<file path="src/rtl/hazard_scoreboard_pkg.sv">
// Shared scoreboard dimensions and issue-control state encoding, reused by
// fetch/decode so everyone agrees on what RUN/BR_WAIT/HALT mean.
package hazard_scoreboard_pkg;

  localparam int NUM_REGS = 16;
  localparam int IDX_W    = 4;
  localparam int CNT_W    = 2;

  typedef enum logic [1:0] {
    RUN     = 2'd0,
    BR_WAIT = 2'd1,
    HALT    = 2'd2
  } sb_state_e;

endpackage

</file>
<file path="src/rtl/hazard_scoreboard_counter.sv">
// One pending-write counter: saturating up/down with underflow/overflow flags.
// An erroneous update leaves the count unchanged.
module hazard_counter #(
  parameter int CNT_W = 2
) (
  input  logic             i_clk,
  input  logic             i_rst,
  input  logic             i_en,
  input  logic             i_inc,
  input  logic             i_dec,
  output logic [CNT_W-1:0] o_cnt,
  output logic             o_underflow,
  output logic             o_overflow
);

  localparam logic [CNT_W-1:0] CMAX = {CNT_W{1'b1}};

  logic [CNT_W-1:0] r_cnt;

  assign o_cnt       = r_cnt;
  assign o_underflow = i_en && i_dec && (r_cnt == '0);
  assign o_overflow  = i_en && i_inc && !i_dec && (r_cnt == CMAX);

  always_ff @(posedge i_clk) begin
    if (i_rst) begin
      r_cnt <= '0;
    end else if (i_en && !o_underflow && !o_overflow) begin
      // Simultaneous inc and dec cancel out.
      if (i_inc && !i_dec)
        r_cnt <= r_cnt + 1'b1;
      else if (i_dec && !i_inc)
        r_cnt <= r_cnt - 1'b1;
    end
  end

endmodule

</file>
<file path="src/rtl/hazard_scoreboard.sv">
// Decode-stage issue scoreboard: per-register and CC pending-write tracking,
// writeback bypass folded into the grant, and branch/halt fetch hold.
module hazard_scoreboard #(
  parameter int NUM_REGS = hazard_scoreboard_pkg::NUM_REGS,
  parameter int IDX_W    = hazard_scoreboard_pkg::IDX_W,
  parameter int CNT_W    = hazard_scoreboard_pkg::CNT_W
) (
  input  logic                I_CLOCK,
  input  logic                I_RESET,
  input  logic                I_LOCK,
  input  logic                I_IssueValid,
  input  logic                I_Src1Used,
  input  logic                I_Src2Used,
  input  logic [IDX_W-1:0]    I_Src1Idx,
  input  logic [IDX_W-1:0]    I_Src2Idx,
  input  logic                I_DestUsed,
  input  logic [IDX_W-1:0]    I_DestIdx,
  input  logic                I_SetsCC,
  input  logic                I_UsesCC,
  input  logic                I_IsBranch,
  input  logic                I_WriteBackEnable,
  input  logic [IDX_W-1:0]    I_WriteBackRegIdx,
  input  logic                I_WriteBackSetsCC,
  input  logic                I_BranchResolved,
  output logic                O_IssueGrant,
  output logic                O_DepStallSignal,
  output logic                O_BranchStallSignal,
  output logic [NUM_REGS-1:0] O_PendingMask,
  output logic                O_Error
);

  import hazard_scoreboard_pkg::*;

  localparam logic [CNT_W-1:0] CMAX = {CNT_W{1'b1}};

  sb_state_e        r_state, w_state_nxt;
  logic             r_error;
  logic [CNT_W-1:0] w_cnt [NUM_REGS];
  logic [CNT_W-1:0] w_ccnt;
  logic [NUM_REGS:0] w_underflow, w_overflow;
  logic [NUM_REGS-1:0] w_inc, w_dec;
  logic w_src1_rdy, w_src2_rdy, w_cc_rdy, w_dest_ok;
  logic w_issue_try, w_grant, w_err;

  // A producer retiring this very cycle counts as already written.
  function automatic logic src_ready(input logic used, input logic [CNT_W-1:0] cnt,
                                     input logic bypass);
    return !used || (cnt == '0) || ((cnt == CNT_W'(1)) && bypass);
  endfunction

  assign w_src1_rdy = src_ready(I_Src1Used, w_cnt[I_Src1Idx],
                                I_WriteBackEnable && (I_WriteBackRegIdx == I_Src1Idx));
  assign w_src2_rdy = src_ready(I_Src2Used, w_cnt[I_Src2Idx],
                                I_WriteBackEnable && (I_WriteBackRegIdx == I_Src2Idx));
  assign w_cc_rdy   = src_ready(I_UsesCC, w_ccnt, I_WriteBackEnable && I_WriteBackSetsCC);
  assign w_dest_ok  = !I_DestUsed || (w_cnt[I_DestIdx] != CMAX);

  assign w_issue_try      = I_LOCK && I_IssueValid && (r_state == RUN);
  assign O_DepStallSignal = w_issue_try && !(w_src1_rdy && w_src2_rdy && w_cc_rdy && w_dest_ok);
  assign w_grant          = w_issue_try && !O_DepStallSignal;
  assign O_IssueGrant     = w_grant;

  for (genvar gi = 0; gi < NUM_REGS; gi++) begin : g_reg
    assign w_inc[gi] = w_grant && I_DestUsed && (I_DestIdx == IDX_W'(gi));
    assign w_dec[gi] = I_WriteBackEnable && (I_WriteBackRegIdx == IDX_W'(gi));
    assign O_PendingMask[gi] = (w_cnt[gi] != '0);

    hazard_counter #(.CNT_W(CNT_W)) u_cnt (
      .i_clk       (I_CLOCK),
      .i_rst       (I_RESET),
      .i_en        (I_LOCK),
      .i_inc       (w_inc[gi]),
      .i_dec       (w_dec[gi]),
      .o_cnt       (w_cnt[gi]),
      .o_underflow (w_underflow[gi]),
      .o_overflow  (w_overflow[gi])
    );
  end

  hazard_counter #(.CNT_W(CNT_W)) u_cc_cnt (
    .i_clk       (I_CLOCK),
    .i_rst       (I_RESET),
    .i_en        (I_LOCK),
    .i_inc       (w_grant && I_SetsCC),
    .i_dec       (I_WriteBackEnable && I_WriteBackSetsCC),
    .o_cnt       (w_ccnt),
    .o_underflow (w_underflow[NUM_REGS]),
    .o_overflow  (w_overflow[NUM_REGS])
  );

  assign w_err = (|w_underflow) || (|w_overflow);

  always_comb begin
    w_state_nxt = r_state;
    if (I_LOCK) begin
      if (w_err) begin
        w_state_nxt = HALT;
      end else begin
        case (r_state)
          RUN:     if (w_grant && I_IsBranch) w_state_nxt = BR_WAIT;
          BR_WAIT: if (I_BranchResolved) w_state_nxt = RUN;
          default: w_state_nxt = HALT;
        endcase
      end
    end
  end

  always_ff @(posedge I_CLOCK) begin
    if (I_RESET) begin
      r_state <= RUN;
      r_error <= 1'b0;
    end else begin
      r_state <= w_state_nxt;
      if (I_LOCK && w_err)
        r_error <= 1'b1;
    end
  end

  assign O_BranchStallSignal = (r_state != RUN);
  assign O_Error             = r_error;

endmodule

</file>
<file path="config.mk">
export PLATFORM = sky130hd
export DESIGN_NAME = hazard_scoreboard
export DESIGN_NICKNAME = d
export VERILOG_FILES = /design/src/rtl/hazard_scoreboard_pkg.sv /design/src/rtl/hazard_scoreboard_counter.sv /design/src/rtl/hazard_scoreboard.sv
export SDC_FILE = /design/constraint.sdc
export NUM_CORES = 1
export LEC_CHECK = 0
export CORE_ASPECT_RATIO = 0.75
export CORE_MARGIN = 10
export CORE_UTILIZATION = 28
export DETAILED_ROUTE_END_ITERATION = 16
export REMOVE_ABC_BUFFERS = 1
export SETUP_SLACK_MARGIN = 0.1
export SYNTH_ARGS = -nofsm -noshare
export SYNTH_HDL_FRONTEND = slang
export SYNTH_SLANG_ARGS = --single-unit
export TNS_END_PERCENT = 20
</file>
<file path="constraint.sdc">
create_clock -name I_CLOCK -period 6.2 [get_ports I_CLOCK]
set_clock_uncertainty 0.15 [all_clocks]
set_input_delay 1.24 -clock I_CLOCK [delete_from_list [all_inputs] [get_ports I_CLOCK]]
set_output_delay 1.24 -clock I_CLOCK [all_outputs]
set_load 0.01 [all_outputs]
</file>
# Word level (Yosys, flattened, before mapping)

Index checks and enable logic that the tools add are counted.

Bits in registers: 37
Latch bits: 0
Memory bits (writable): 0
Bits in read-only memories: 0
Bits of input ports: 29
Output and inout port bits: 20
Logic and storage cells: 522
Memories: 0

Add/subtract/negate cells: 34
Multiply operators: 0
Div/mod/pow operators: 0
Order comparisons: 3
Equal/unequal tests: 56
Shift operators: 0
Muxes and demuxes: 47
Bitwise gates (word level): 3
Reduce and logical (&&, ||, !) cells: 360

Operators by type and width:

| operator              | number |
|---|---|
| $logic_and A1 B1 Y1   | 202 |
| $mux W2               | 43 |
| $logic_not A1 Y1      | 74 |
| $reduce_bool A2 Y1    | 34 |
| $eq A4 B4 Y1 const B  | 16 |
| $logic_not A2 Y1      | 20 |
| $add A2 B1 Y2 const B | 17 |
| $eq A2 B2 Y1 const B  | 17 |
| $reduce_and A2 Y1     | 17 |
| $reduce_or A17 Y1     | 2 |
| $sub A2 B1 Y2 const B | 17 |
| $eq A4 B3 Y1 const B  | 8 |
| $bmux W2 S4           | 3 |
| $eq A4 B2 Y1 const B  | 4 |
| $ge A5 B5 Y1 const B  | 3 |
| $not A4 Y5            | 3 |
| $eq A2 B1 Y1 const B  | 4 |
| $eq A4 B1 Y1 const B  | 2 |
| $eq A4 B4 Y1          | 2 |
| $logic_not A4 Y1      | 2 |
| $logic_or A1 B1 Y1    | 8 |
| $pmux W2 S2           | 1 |
| $ne A3 B2 Y1 const B  | 1 |
| $ne A3 B3 Y1 const B  | 1 |
| other kinds (2)       | 2 |

# Longest topological paths before layout

Word-level depth: 23
Depth in mapped cells: 16
Mapped depth without buffers: 14

# By module

A second synthesis with hierarchy kept.

Cells, all modules: 504
Area total of the unflattened synthesis: 4130.2 um^2

By module, submodules not included:

| module            | times used | cells each | area an instance (um^2) | seq. area each (um^2) |
|---|---|---|---|---|
| hazard_counter    | 17         | 17         | 145.1                   | 40.0 |
| hazard_scoreboard | 1          | 215        | 1662.8                  | 60.1 |

# Least setup slack after synthesis

No wires, ideal clock.

Kind: input-to-output
From: in I_Src2Idx[3]
To: out O_IssueGrant
Arrival time: 2.846 ns
Required time: 4.810 ns
Setup slack: 1.964 ns
Cell stages on the path: 7
Buffers on the path: 2
Cell sequence: buf_2 -> mux4_2 -> mux2i_1 -> mux2i_1 -> a31oi_1 -> nor4bb_2 -> buf_4

Longest elaborated chain between the ends: 14
Elaborated cells on any way between the ends: 18
Those cells by class: eq/ne (2); mux (3); bitwise (1); reduce/logical (12)

Ends and longest elaborated chain:

| item                                                      | line                    | RTL |
|---|---|---|
| start: declaration                                        | hazard_scoreboard.sv:15 | `input logic [IDX_W-1:0] I_Src2Idx,` |
| $not A4 Y5 (implied by the code)                          | hazard_scoreboard.sv:53 | `assign w_src2_rdy = src_ready(I_Src2Used, w_cnt[I_Src2Idx],` |
| $bmux W2 S4                                               | hazard_scoreboard.sv:53 |  |
| $mux W2 (implied by the code) (2 in series)               | hazard_scoreboard.sv:53 |  |
| $eq A2 B1 Y1 or $logic_not A2 Y1 (tied branches)          | hazard_scoreboard.sv:48 | `return !used \|\| (cnt == '0) \|\| ((cnt == CNT_W'(1)) && bypass);` |
| $logic_and A1 B1 Y1 or $logic_or A1 B1 Y1 (tied branches) | hazard_scoreboard.sv:48 |  |
| $logic_or A1 B1 Y1 (*)                                    | hazard_scoreboard.sv:48 |  |
| $logic_and A1 B1 Y1 (*) (3 in series)                     | hazard_scoreboard.sv:59 | `assign O_DepStallSignal = w_issue_try && !(w_src1_rdy && w_src2_rdy && w_cc_rdy && w_dest_ok);` |
| $logic_not A1 Y1 (*)                                      | hazard_scoreboard.sv:59 |  |
| $logic_and A1 B1 Y1 (*)                                   | hazard_scoreboard.sv:59 |  |
| $logic_not A1 Y1 (*)                                      | hazard_scoreboard.sv:60 | `assign w_grant = w_issue_try && !O_DepStallSignal;` |
| $logic_and A1 B1 Y1 (*)                                   | hazard_scoreboard.sv:60 |  |
| end: declaration                                          | hazard_scoreboard.sv:25 | `output logic O_IssueGrant,` |

Mark *: on every way between the ends. The rest lies on a longest branch, timed or not. The select of a mux whose other input is x is not followed.

# Final worst setup path

From: in I_Src1Idx[0]
To: out O_IssueGrant

Longest elaborated chain between the ends: 14
Elaborated cells on any way between the ends: 18
Those cells by class: eq/ne (2); mux (3); bitwise (1); reduce/logical (12)

Ends and longest elaborated chain:

| item                                                      | line                    | RTL |
|---|---|---|
| start: declaration                                        | hazard_scoreboard.sv:14 | `input logic [IDX_W-1:0] I_Src1Idx,` |
| $not A4 Y5 (implied by the code)                          | hazard_scoreboard.sv:51 | `assign w_src1_rdy = src_ready(I_Src1Used, w_cnt[I_Src1Idx],` |
| $bmux W2 S4                                               | hazard_scoreboard.sv:51 |  |
| $mux W2 (implied by the code) (2 in series)               | hazard_scoreboard.sv:51 |  |
| $eq A2 B1 Y1 or $logic_not A2 Y1 (tied branches)          | hazard_scoreboard.sv:48 |  |
| $logic_and A1 B1 Y1 or $logic_or A1 B1 Y1 (tied branches) | hazard_scoreboard.sv:48 |  |
| $logic_or A1 B1 Y1 (*)                                    | hazard_scoreboard.sv:48 |  |
| $logic_and A1 B1 Y1 (*) (3 in series)                     | hazard_scoreboard.sv:59 |  |
| $logic_not A1 Y1 (*)                                      | hazard_scoreboard.sv:59 |  |
| $logic_and A1 B1 Y1 (*)                                   | hazard_scoreboard.sv:59 |  |
| $logic_not A1 Y1 (*)                                      | hazard_scoreboard.sv:60 |  |
| $logic_and A1 B1 Y1 (*)                                   | hazard_scoreboard.sv:60 |  |

Marks and branches as above.

==> results by group <==
Drt
  • Total vias in the final route: approximately 3600
  • Initial DRT Pass Iterations: 5
  • Average via count per standard cell: roughly 5.5
  • DRC violation total after the first TritonRoute iteration: 296
  • Remaining antenna violation count after routing: 0
  • Aggregate routed wire length: 12800 um
  • # DRC: 0
  • Per-cell routed wire length: 19.4 um

Die
  • Width of the die: 153 um
  • Standard-cell rows: 36
  • Die Y: 120 um
  • CORE AREA: between 10000 and 15000 um^2
  • Boundary Pins: between 40 and 50
  • Die outline area: about 18000 um^2
  • Starting density of the core: 0.286

Synthesis
  • Post-synthesis sequential area ratio: 0.200
  • Largest family of logic cells by synthesized area: simple AND/OR/NAND/NOR gates
  • Most used flip-flop cell after synthesis: sky130_fd_sc_hd__dfxtp_1
  • Share of synthesized area spent on multiplexers: 0.186
  • Share of flip-flops with an asynchronous set or reset: 0
  • Number of instances in the synthesized netlist: ~460
  • Compound-cell area share of the yosys netlist: 0.187
  • Count of synthesis-stage warnings from yosys: 0
  • Number of unique standard cell types used by synthesis: 47
  • Total of flip-flops plus latches after synthesis: 37
  • XOR/XNOR Fraction of Synth Area: 0.0496
  • Mean instance size in the synthesized netlist: about 8 um^2
  • Area of the mapped netlist: roughly 3700 um^2
  • Share of synthesized cell area in full adder, half adder and majority cells: 0.0674
  • Number of synthesized flops with an enable pin: 0
  • Simple-Gate Fraction of Synth Area: 0.239

Power and ir drop
  • Max VDD drop: 0.000134 V
  • Leak pwr: about 1.8 nW
  • Ratio of total power to cell area: 166 nW/um^2

Final layout
  • Filler instances: 1351
  • Growth of design area from synthesis to finish: 19.9%
  • Fraction of layout instances using a drive strength above 1: 0.111
  • Antenna diode count: 0
  • Post-layout net count: ~540

Clock tree
  • Count of cells resized by post-cts repair: 0
  • Number of hold-repair buffers added at the cts stage: 0
  • Clock Path Buffers: 2
  • Clk_lat worst skew: just under 0.3 ns
  • Total number of clock tree sinks: 37
  • Clock tree root driver cell: sky130_fd_sc_hd__clkbuf_16
  • Setup Buffers After CTS: 0
  • H-tree lvl count: 2
  • TritonCTS buffer count: 5
  • Clock input transition at the sequential cells of the worst setup and hold paths: 0.06 ns
  • CTS tree: built

GRT
  • Global route total overflow: 0
  • First-pass GRT wire length: 19600 um
  • Initial antenna violation count: 0
  • Pin count of the biggest net entering global routing: 40
  • Via count of the first global-routing pass: roughly 3400
  • Global-route usage over all layers: 0.136

Timing
  • Worst slew margin relative to its limit: 0.448
  • Final Hold Viols: 0
  • Final setup violation count: 0
  • Post-route clock period utilization: 0.916
  • Final setup slack of the worst path: 0.522 ns
  • Setup TNS after final layout: 0 ns
  • Final number of max-transition violations: 0
  • Max Freq: about 0.18 GHz
  • RSZ-0062 raised after global routing: no
  • Final critical path time including I/O delays and setup: about 5.7 ns
  • Worst Max-Slew Pin Slew: 0.827 ns

Worst setup path
  • Biggest fanout along the worst timing path: 10
  • Type of origin of the critical path: primary input
  • Slowest cell on the critical path: sky130_fd_sc_hd__clkdlybuf4s50_1
  • Delay of the slowest cell on the worst path: 0.77 ns
  • Crit path capture type: primary output
  • Worst path arrival time: 4.29 ns
  • Cell depth of the worst flop-to-flop path: 15
  • Worst-path cell chain: clkdlybuf4s50_1, mux4_1, a21oi_2, a22oi_1, o211a_1, nor4bb_2, clkdlybuf4s50_1
  • Most frequent CP cell: sky130_fd_sc_hd__clkdlybuf4s50_1
  • Data required time of the critical path: slightly below 5 ns
  • Crit path kind: in -> out

Worst hold path
  • Class of the worst hold path: reg -> reg
  • Instance count along the most critical hold path: 2

Place
  • Post-Place Worst Slack: 0.548 ns
  • Number of buffers inserted by port buffering: 48
  • Half-perimeter wire length after detailed placement: 9940 um
  • Placer Congestion: 0.952

Run
  • Number of max-cap violations: 0

Run status
  • Outcome: completed
-- per-layer routing --
layer / wire (um) / vias up / GRT usage
li1: - / 1716 / -
met1: 5720 / 1762 / 0.180
met2: 5770 / 138 / 0.210
met3: 1200 / 16 / 0.0428
met4: 129 / 0 / 0.0297
met5: 0 / - / 0
-- cells by family (layout without fill, tap and decap cells) --
group | Yosys count | count (layout)
buffers and inverters | 55 | 80
AO/OA/AOI/OAI | 112 | 112
flip-flops | 37 | 37
multiplexers | 39 | 39
adder cells (fa/ha/maj) | 20 | 20
XOR/XNOR | 21 | 21
AND/OR/NAND/NOR | 179 | 179
-- flip-flops by register name, summed over array words and instances (netlist names) --
signal and count:
O_Error 1, r_state 2, u_cc_cnt.o_cnt 2, g.u_cnt.o_cnt 32
-- power by group --
part           total [mW]  switching (mW)  leakage [nW]  internal (mW)
Clock               0.339           0.109        0.0938          0.230
Sequential          0.254          0.0100         0.299          0.244
Combinational       0.145          0.0779          1.37         0.0674
Total               0.738           0.197          1.76          0.541
-- worst max-delay path, delay by kind of cell --
family / cells / cell delay (ns)
compound gates: 3 / 0.54
buf+inv: 2 / 1.41
mux: 1 / 0.63
simple gates: 1 / 0.46
-- layout make-up --
type	count	area [um^2]	share of cell area
inverter	17	63.8	0.0143
clock buffer	5	125	0.0281
timing repair buffer	55	533	0.120
tap	171	214	0.0481
clock inverter	3	65.1	0.0146
sequential	37	741	0.166
multi-input combinational	371	2710	0.609
-- through the flow --
step                      utilization  cells  power [mW]  area [um^2]  hold WS, ns
after CTS                       0.343    659       0.747         4450        0.309
after detailed placement        0.328    651       0.403         4260        0.297
final                           0.343    659       0.738         4450        0.300
after global placement          0.328    651       0.401         4260        0.288
after floorplan                     -    425       0.324         3510        0.280
after global routing            0.343    659       0.769         4450        0.351
-- path summary, 6_finish.rpt --
| kind | startpoint | to | slack, ns |
|---|---|---|---|
| hold reg to reg | O_Error | O_Error | 0.30 |
| setup / recovery | I_Src1Idx[0] | O_IssueGrant | 0.52 |
| hold / removal | O_Error | O_Error | 0.30 |
| setup reg to reg | g_reg[2].u_cnt.o_cnt[0] | g_reg[11].u_cnt.o_cnt[1] | 2.14 |
-- cell usage after synthesis, drive strengths merged (3+ instances only) --
library cell   n  area, um^2
nand3         10        50.1
a21oi         50         254
nor3          11        55.1
mux2           5        56.3
a22o           3        26.3
nor2b          6        37.5
a311oi         4        35.0
o21ai         25         125
or3           13        81.3
nor2          59         221
a211oi         9        67.6
dfxtp         37         741
inv           17        63.8
nand3b         3        22.5
or2           12        75.1
nor3b          6        45.0
xor2          19         166
buf           12        98.8
ha            20         250
mux4          23         526
a211o          4        35.0
mux2i         11         110
nand2         34         128
a31oi          4        25.0
nand2b        17         106
clkbuf        26        98.8
-- placed cells by master, fill, tap and decap left out, types with 12 or more instances in the layout --
cell type                         instances
sky130_fd_sc_hd__a21oi_1                 49
sky130_fd_sc_hd__xor2_1                  19
sky130_fd_sc_hd__nand2_1                 34
sky130_fd_sc_hd__mux4_2                  21
sky130_fd_sc_hd__o21ai_0                 25
sky130_fd_sc_hd__inv_1                   17
sky130_fd_sc_hd__clkdlybuf4s50_1         48
sky130_fd_sc_hd__nor2_1                  59
sky130_fd_sc_hd__or3_1                   13
sky130_fd_sc_hd__ha_1                    20
sky130_fd_sc_hd__or2_2                   12
sky130_fd_sc_hd__nand2b_1                17
sky130_fd_sc_hd__dfxtp_1                 37
No activity file was read; power rests on OpenSTA's default activity.
